$ cat src/rtl/mst_imp_rd_dma.sv
// AXI4-lite read master: fetches an HSIZE x VSIZE word window of a pitched frame into a pixel stream.
// Optional statistics counters are enabled by defining IMP_RD_STAT_EN.
module mst_imp_rd_dma #(
   parameter int ADDR_W   = 32,
   parameter int DATA_W   = 32,
   parameter int DIM_W    = 8,
   parameter int MAX_OUTS = 4
) (
   input  logic              clk,
   input  logic              rst_n,
   output logic              mem_axi_arvalid,
   input  logic              mem_axi_arready,
   output logic [ADDR_W-1:0] mem_axi_araddr,
   output logic [2:0]        mem_axi_arprot,
   input  logic              mem_axi_rvalid,
   output logic              mem_axi_rready,
   input  logic [DATA_W-1:0] mem_axi_rdata,
   input  logic [1:0]        mem_axi_rresp,
   input  logic              IMP_ST,
   input  logic [DIM_W-1:0]  IMP_HSIZE,
   input  logic [DIM_W-1:0]  IMP_VSIZE,
   input  logic [DIM_W-1:0]  IMP_COOR_MINX,
   input  logic [DIM_W-1:0]  IMP_COOR_MINY,
   input  logic [ADDR_W-1:0] IMP_SRC_BADDR,
   input  logic [ADDR_W-1:0] IMP_ADR_PITCH,
   output logic              pix_valid,
   input  logic              pix_ready,
   output logic [DATA_W-1:0] pix_data,
   output logic              pix_eol,
   output logic              pix_eof,
   output logic              imp_busy,
   output logic              imp_done,
   output logic              imp_err,
   output logic [31:0]       stat_beats,
   output logic [31:0]       stat_stall
);
   localparam int PTR_W = $clog2(MAX_OUTS);
   localparam int CNT_W = PTR_W + 1;
   localparam logic [ADDR_W-1:0] BYTES_A = ADDR_W'(DATA_W / 8);
   localparam logic [CNT_W:0]    MAX_C   = (CNT_W + 1)'(MAX_OUTS);
   localparam logic [1:0] ST_IDLE  = 2'd0;
   localparam logic [1:0] ST_ISSUE = 2'd1;
   localparam logic [1:0] ST_DRAIN = 2'd2;

   logic [1:0]        state_q, state_d;
   logic              st_q, st_prev_q;
   logic [DIM_W-1:0]  hsize_q, hsize_d, vsize_q, vsize_d;
   logic [DIM_W-1:0]  x_q, x_d, y_q, y_d, rx_x_q, rx_x_d, rx_y_q, rx_y_d;
   logic [ADDR_W-1:0] pitch_q, pitch_d, row_base_q, row_base_d, araddr_q, araddr_d;
   logic [CNT_W-1:0]  inflight_q, inflight_d, count_q, count_d;
   logic [PTR_W-1:0]  wr_ptr_q, wr_ptr_d, rd_ptr_q, rd_ptr_d;
   logic [DATA_W+1:0] mem_q [MAX_OUTS];
   logic [DATA_W+1:0] mem_d [MAX_OUTS];
   logic              busy_q, busy_d, done_q, done_d, err_q, err_d;
   logic              trigger, credit, ar_hs, r_acc, pop, last_x, last_y, rx_eol, rx_eof;
   logic [ADDR_W-1:0] start_addr;

   // Valid/ready: a transfer happens on any edge where valid and ready are both high;
   // a raised valid is never withdrawn before its transfer.
   assign trigger    = (state_q == ST_IDLE) && st_q && !st_prev_q;
   assign credit     = ({1'b0, inflight_q} + {1'b0, count_q}) < MAX_C;
   assign mem_axi_arvalid = (state_q == ST_ISSUE) && credit;
   assign ar_hs      = mem_axi_arvalid && mem_axi_arready;
   // Beats with nothing outstanding are leftovers from before a reset and are dropped.
   assign r_acc      = mem_axi_rvalid && (inflight_q != '0);
   assign pop        = pix_valid && pix_ready;
   assign last_x     = (x_q == hsize_q - 1'b1);
   assign last_y     = (y_q == vsize_q - 1'b1);
   assign rx_eol     = (rx_x_q == hsize_q - 1'b1);
   assign rx_eof     = rx_eol && (rx_y_q == vsize_q - 1'b1);
   assign start_addr = IMP_SRC_BADDR + ADDR_W'(IMP_COOR_MINY) * IMP_ADR_PITCH
                       + ADDR_W'(IMP_COOR_MINX) * BYTES_A;

   assign mem_axi_araddr = araddr_q;
   assign mem_axi_arprot = 3'b000;
   assign mem_axi_rready = 1'b1;
   assign pix_valid      = (count_q != '0);
   assign {pix_data, pix_eol, pix_eof} = pix_valid ? mem_q[rd_ptr_q] : '0;
   assign imp_busy       = busy_q;
   assign imp_done       = done_q;
   assign imp_err        = err_q;

   always_comb begin
      state_d    = state_q;
      hsize_d    = hsize_q;
      vsize_d    = vsize_q;
      pitch_d    = pitch_q;
      row_base_d = row_base_q;
      araddr_d   = araddr_q;
      x_d        = x_q;
      y_d        = y_q;
      rx_x_d     = rx_x_q;
      rx_y_d     = rx_y_q;
      busy_d     = busy_q;
      done_d     = 1'b0;
      err_d      = err_q;
      wr_ptr_d   = wr_ptr_q;
      rd_ptr_d   = rd_ptr_q;
      mem_d      = mem_q;
      count_d    = count_q;
      inflight_d = inflight_q;
      if (trigger) begin
         hsize_d    = IMP_HSIZE;
         vsize_d    = IMP_VSIZE;
         pitch_d    = IMP_ADR_PITCH;
         row_base_d = start_addr;
         araddr_d   = start_addr;
         x_d        = '0;
         y_d        = '0;
         rx_x_d     = '0;
         rx_y_d     = '0;
         err_d      = 1'b0;
         if (IMP_HSIZE == '0 || IMP_VSIZE == '0) begin
            done_d = 1'b1;
         end else begin
            busy_d  = 1'b1;
            state_d = ST_ISSUE;
         end
      end
      // Row base steps by the pitch so no multiplier sits in the per-beat address path.
      if (ar_hs) begin
         if (last_x) begin
            x_d        = '0;
            y_d        = y_q + 1'b1;
            row_base_d = row_base_q + pitch_q;
            araddr_d   = row_base_q + pitch_q;
            if (last_y) state_d = ST_DRAIN;
         end else begin
            x_d      = x_q + 1'b1;
            araddr_d = araddr_q + BYTES_A;
         end
      end
      if (r_acc) begin
         mem_d[wr_ptr_q] = {mem_axi_rdata, rx_eol, rx_eof};
         wr_ptr_d        = wr_ptr_q + 1'b1;
         if (mem_axi_rresp != 2'b00) err_d = 1'b1;
         if (rx_eol) begin
            rx_x_d = '0;
            rx_y_d = rx_y_q + 1'b1;
         end else begin
            rx_x_d = rx_x_q + 1'b1;
         end
      end
      if (pop) rd_ptr_d = rd_ptr_q + 1'b1;
      case ({r_acc, pop})
         2'b10:   count_d = count_q + 1'b1;
         2'b01:   count_d = count_q - 1'b1;
         default: count_d = count_q;
      endcase
      case ({ar_hs, r_acc})
         2'b10:   inflight_d = inflight_q + 1'b1;
         2'b01:   inflight_d = inflight_q - 1'b1;
         default: inflight_d = inflight_q;
      endcase
      if ((state_q == ST_DRAIN) && pop && pix_eof && (inflight_q == '0)) begin
         done_d  = 1'b1;
         busy_d  = 1'b0;
         state_d = ST_IDLE;
      end
   end

   always_ff @(posedge clk or negedge rst_n) begin
      if (!rst_n) begin
         state_q    <= ST_IDLE;
         st_q       <= 1'b0;
         st_prev_q  <= 1'b0;
         hsize_q    <= '0;
         vsize_q    <= '0;
         pitch_q    <= '0;
         row_base_q <= '0;
         araddr_q   <= '0;
         x_q        <= '0;
         y_q        <= '0;
         rx_x_q     <= '0;
         rx_y_q     <= '0;
         busy_q     <= 1'b0;
         done_q     <= 1'b0;
         err_q      <= 1'b0;
         wr_ptr_q   <= '0;
         rd_ptr_q   <= '0;
         count_q    <= '0;
         inflight_q <= '0;
         for (int i = 0; i < MAX_OUTS; i++) mem_q[i] <= '0;
      end else begin
         state_q    <= state_d;
         st_q       <= IMP_ST;
         st_prev_q  <= st_q;
         hsize_q    <= hsize_d;
         vsize_q    <= vsize_d;
         pitch_q    <= pitch_d;
         row_base_q <= row_base_d;
         araddr_q   <= araddr_d;
         x_q        <= x_d;
         y_q        <= y_d;
         rx_x_q     <= rx_x_d;
         rx_y_q     <= rx_y_d;
         busy_q     <= busy_d;
         done_q     <= done_d;
         err_q      <= err_d;
         wr_ptr_q   <= wr_ptr_d;
         rd_ptr_q   <= rd_ptr_d;
         count_q    <= count_d;
         inflight_q <= inflight_d;
         mem_q      <= mem_d;
      end
   end

`ifdef IMP_RD_STAT_EN
   logic [31:0] beats_q, beats_d, stall_q, stall_d;

   always_comb begin
      beats_d = beats_q;
      stall_d = stall_q;
      if (trigger) begin
         beats_d = '0;
         stall_d = '0;
      end else begin
         if (r_acc && beats_q != 32'hFFFF_FFFF) beats_d = beats_q + 1'b1;
         if (mem_axi_arvalid && !mem_axi_arready && stall_q != 32'hFFFF_FFFF)
            stall_d = stall_q + 1'b1;
      end
   end

   always_ff @(posedge clk or negedge rst_n) begin
      if (!rst_n) begin
         beats_q <= '0;
         stall_q <= '0;
      end else begin
         beats_q <= beats_d;
         stall_q <= stall_d;
      end
   end

   assign stat_beats = beats_q;
   assign stat_stall = stall_q;
`else
   assign stat_beats = '0;
   assign stat_stall = '0;
`endif
endmodule

$ cat config.mk
export PLATFORM = sky130hd
export DESIGN_NAME = mst_imp_rd_dma
export DESIGN_NICKNAME = d
export VERILOG_FILES = /design/src/rtl/mst_imp_rd_dma.sv
export SDC_FILE = /design/constraint.sdc
export NUM_CORES = 1
export LEC_CHECK = 0
export ABC_AREA = 1
export CAP_MARGIN = 30
export CORE_ASPECT_RATIO = 1.1
export CORE_MARGIN = 2
export CORE_UTILIZATION = 40
export DETAILED_ROUTE_END_ITERATION = 16
export GPL_ROUTABILITY_DRIVEN = 0
export GPL_TIMING_DRIVEN = 0
export MAX_ROUTING_LAYER = met4
export PLACE_DENSITY = 0.59
export SETUP_SLACK_MARGIN = 0.4
export SYNTH_ARGS = -nofsm -noshare
export SYNTH_HDL_FRONTEND = slang
export SYNTH_SLANG_ARGS = --single-unit
$ cat constraint.sdc
create_clock -name clk -period 2.3 [get_ports clk]
set_input_delay 0.46 -clock clk [delete_from_list [all_inputs] [get_ports clk]]
set_output_delay 0.46 -clock clk [all_outputs]
set_load 0.05 [all_outputs]
==> flow_summary.toml <==
[clocking]
clk_pin_slew_worst_paths_ns = 0.06
cts_root_buf = "clkbuf_16"
worstSkewPairLatency_ns = 0.60
cts-buffers-inserted = 30
htreeDepth = 1
clock_sinks = 297
clockBufferDepth = 3
cts_tree = "done"

[final_layout]
num_antenna_cells = 0
final_common_cell = "nand2_1"
drive_above_1_share_pct = 29.6
fillCellCount = 5925
nets = 4483
area_growth_pct = 40.8
layout_common_cells = "nand2_1 (866), inv_1 (493), dfrtp_1 (281), nor2_1 (189), o21ai_0 (181)"

[timing]
fmax_ghz = 0.225
setup_violations = 97
period_minus_slack_ns = 4.45
rsz0062_at_grt = "yes"
drv_slew = 0
holdWs_ns = 0.186
setup_ws_ns = -2.15
slew_headroom_pct = 31.7
min_period_over_period_pct = 193
skew_ns = 0.0148
hold_viol_final = 0
worst_slew_pin_slew_ns = 1.01
setup_tns_ns = -121.87

[yosys]
yosys.area_share.adder_pct = 20.2
synthXorXnorAreaFrac_pct = 3.34
synth-seq-cells = 297
synth-warning-count = 0
yosys.area_share.simple_pct = 25.7
synth_cell_type_count = 52
netlist_area_sq_um = 26200
synthArstFlopShare_pct = 100
synth.mux.area_fraction_pct = 0
synthCells = 3600
synth-compound-area-share_pct = 9.91
synth_top_family_by_area = "simple AND/OR/NAND/NOR gates"
yosysSeqAreaShare_pct = 28.3
synth.avg_cell_area_sq_um = 7.28
synth_edf_count = 0
synthFlopType = "dfrtp_1"

[flow_run]
maxCapViolCount = 0

[route]
via_per_inst = 5.12
drtIter0Drc = 1438
via_count = 25200
ant_nets = 0
route.detailed.drc = 0
wl_per_cell_um = 18.9
wirelength_um = 92800
drt_first_pass_iters = 6

[min_path]
hold_path.class = "in2reg"

[global_route]
grt_util_met3_pct = 2.31
grt_use_met1_pct = 34.5
groute.usage.overall_pct = 27.1
met2_usage_pct = 45.8
grt-busiest-layer = "met2"
grt-ovfl-total = 0
antenna_found_initial = 0
grt_pass1_wl_um = 139000
grt_pass1_vias = 24800
grt_max_degree = 117

[power_and_ir_drop]
switchingPower_mw = 21.5
swShare_pct = 49.5
pwr-share-clk_pct = 11.8
ir_worst_vdd_v = 0.00145
power_frac_comb_pct = 75.2
powerDensity_nw_per_um2 = 1170
p_leak_nw = 18.3
internal_power_mw = 21.9
power_frac_seq_pct = 13.0

[floorplan]
pin_count = 275
die_w_um = 248
rows = 98
core_sq_um = 65000
chipHeight_um = 273
die-area_sq_um = 67600
initial_core_util_pct = 40.3

[critical_path]
critical_path.max_stage_delay_ns = 0.52
crit_type = "in2reg"
critical-path-slowest-cell = "fa_2"
cp_data_arrival_time_ns = 4.97
critical_path_required_ns = 2.82
end_kind = "flop"
cp_common_cell = "fa_1"
crit_path_max_fanout = 6
setup.worst_path.start_class = "input port"

[placed_design]
io_buffers = 175
hpwlAfterDp_um = 67200

[status]
status = "complete, but fails checks"
violations = "setup timing"
[cell families (layout without fill, tap and decap cells)]
kind of cell,Yosys count,after routing
flip-flops,297,297
other,2,68
AND/OR/NAND/NOR,1626,1627
XOR/XNOR,100,100
adder cells (fa/ha/maj),305,305
AO/OA/AOI/OAI,484,484
buffers and inverters,786,1184
[cell usage after synthesis (21+ instances only)]
master / number / share of area (%)
nand2_1: 1023 / 15
inv_1: 565 / 8.1
dfrtp_1: 297 / 28
nor2_1: 283 / 4.1
o21ai_0: 274 / 5.2
fa_1: 196 / 15
nand3_1: 185 / 3.5
a21oi_1: 113 / 2.2
ha_1: 109 / 5.2
clkbuf_1: 99 / 1.4
xor2_1: 79 / 2.6
buf_4: 68 / 1.9
nand4_1: 36 / 0.86
nor3_1: 36 / 0.69
o21ai_1: 27 / 0.52
buf_2: 24 / 0.46
xnor2_1: 21 / 0.70
[through the flow]
step	area (sq um)	util (%)	total power, mW	instances	worst slack, ns
after global placement	30400	46.7	23.9	4691	-12.86
after floorplan	27600	-	19.1	3666	-2.27
after global routing	36900	56.8	45.7	4915	-2.31
after CTS	34500	53.1	38.6	4832	-2.09
final	36900	56.8	43.4	4915	-2.15
after detailed placement	30400	46.8	24.0	4694	-3.84
[metal layers]
metal  routed length, um  vias to the layer above
li1                    -                    11900
met1               37900                    12200
met2               45800                      791
met3                5240                      200
met4                3800                        0
met5                   0                        -
[power groups by stage]
stage               clock network [mW]  logic [mW]  registers, mW
detailed placement                   0        18.3           5.72
CTS                               5.21        27.8           5.62
finish                            5.13        32.6           5.63
global placement                     0        18.2           5.72
floorplan                            0        13.0           6.11
global route                      5.42        34.6           5.65
[area by class of cell]
| type | instances | area, sq um | share of cell area (%) |
|---|---|---|---|
| clock buffer | 46 | 891 | 2.41 |
| buffer | 216 | 2240 | 6.06 |
| tap | 850 | 1060 | 2.88 |
| sequential | 297 | 7450 | 20.2 |
| timing repair buffer | 343 | 3460 | 9.36 |
| multi-input combinational | 2584 | 19500 | 52.8 |
| clock inverter | 9 | 125 | 0.339 |
| inverter | 570 | 2220 | 6.01 |
[final timing paths]
| path | from | end | slack, ns | depth (start not counted) |
|---|---|---|---|---|
| min | IMP_ADR_PITCH[28] | pitch_q[28] | 0.19 | 3 |
| min reg2reg | st_q | st_prev_q | 0.38 | 0 |
| max | IMP_COOR_MINY[0] | mem_axi_araddr[19] | -2.15 | 25 |
| min in group asynchronous | rst_n | x_q[4] | 0.46 | 2 |
| max reg2reg | count_q[2] | inflight_q[2] | -0.26 | 14 |
| max in group asynchronous | rst_n | pitch_q[0] | 0.74 | 3 |
[timing repair]
action | in CTS | in global routing
endpoints found under the setup margin | 362 | 361
resized for setup | 863 | 680
gates cloned | 6 | 10
setup buffers | 76 | 73
endpoints found under the hold margin | 93 | 0
pin swaps | 226 | 262
hold buffers | 1 | 0
[registers in the layout, indices dropped and copies added (netlist names), 2 cells and up]
register and count:
mem_q 136, mem_axi_araddr 32, pitch_q 32, row_base_q 32
hsize_q 8, rx_x_q 8, rx_y_q 8, vsize_q 8
x_q 8, y_q 8, count_q 3, inflight_q 3
rd_ptr_q 2, state_q 2, wr_ptr_q 2
[critical path, delay by kind of cell]
family,cells,cell delay (ns)
AOI/OAI and AO/OA,1,0.07
xor gates and xnor gates,1,0.27
adders and majority gates,6,2.72
buffers and inverters,8,0.67
and+or+nand+nor,9,0.75
(Power assumes the default switching activity.)
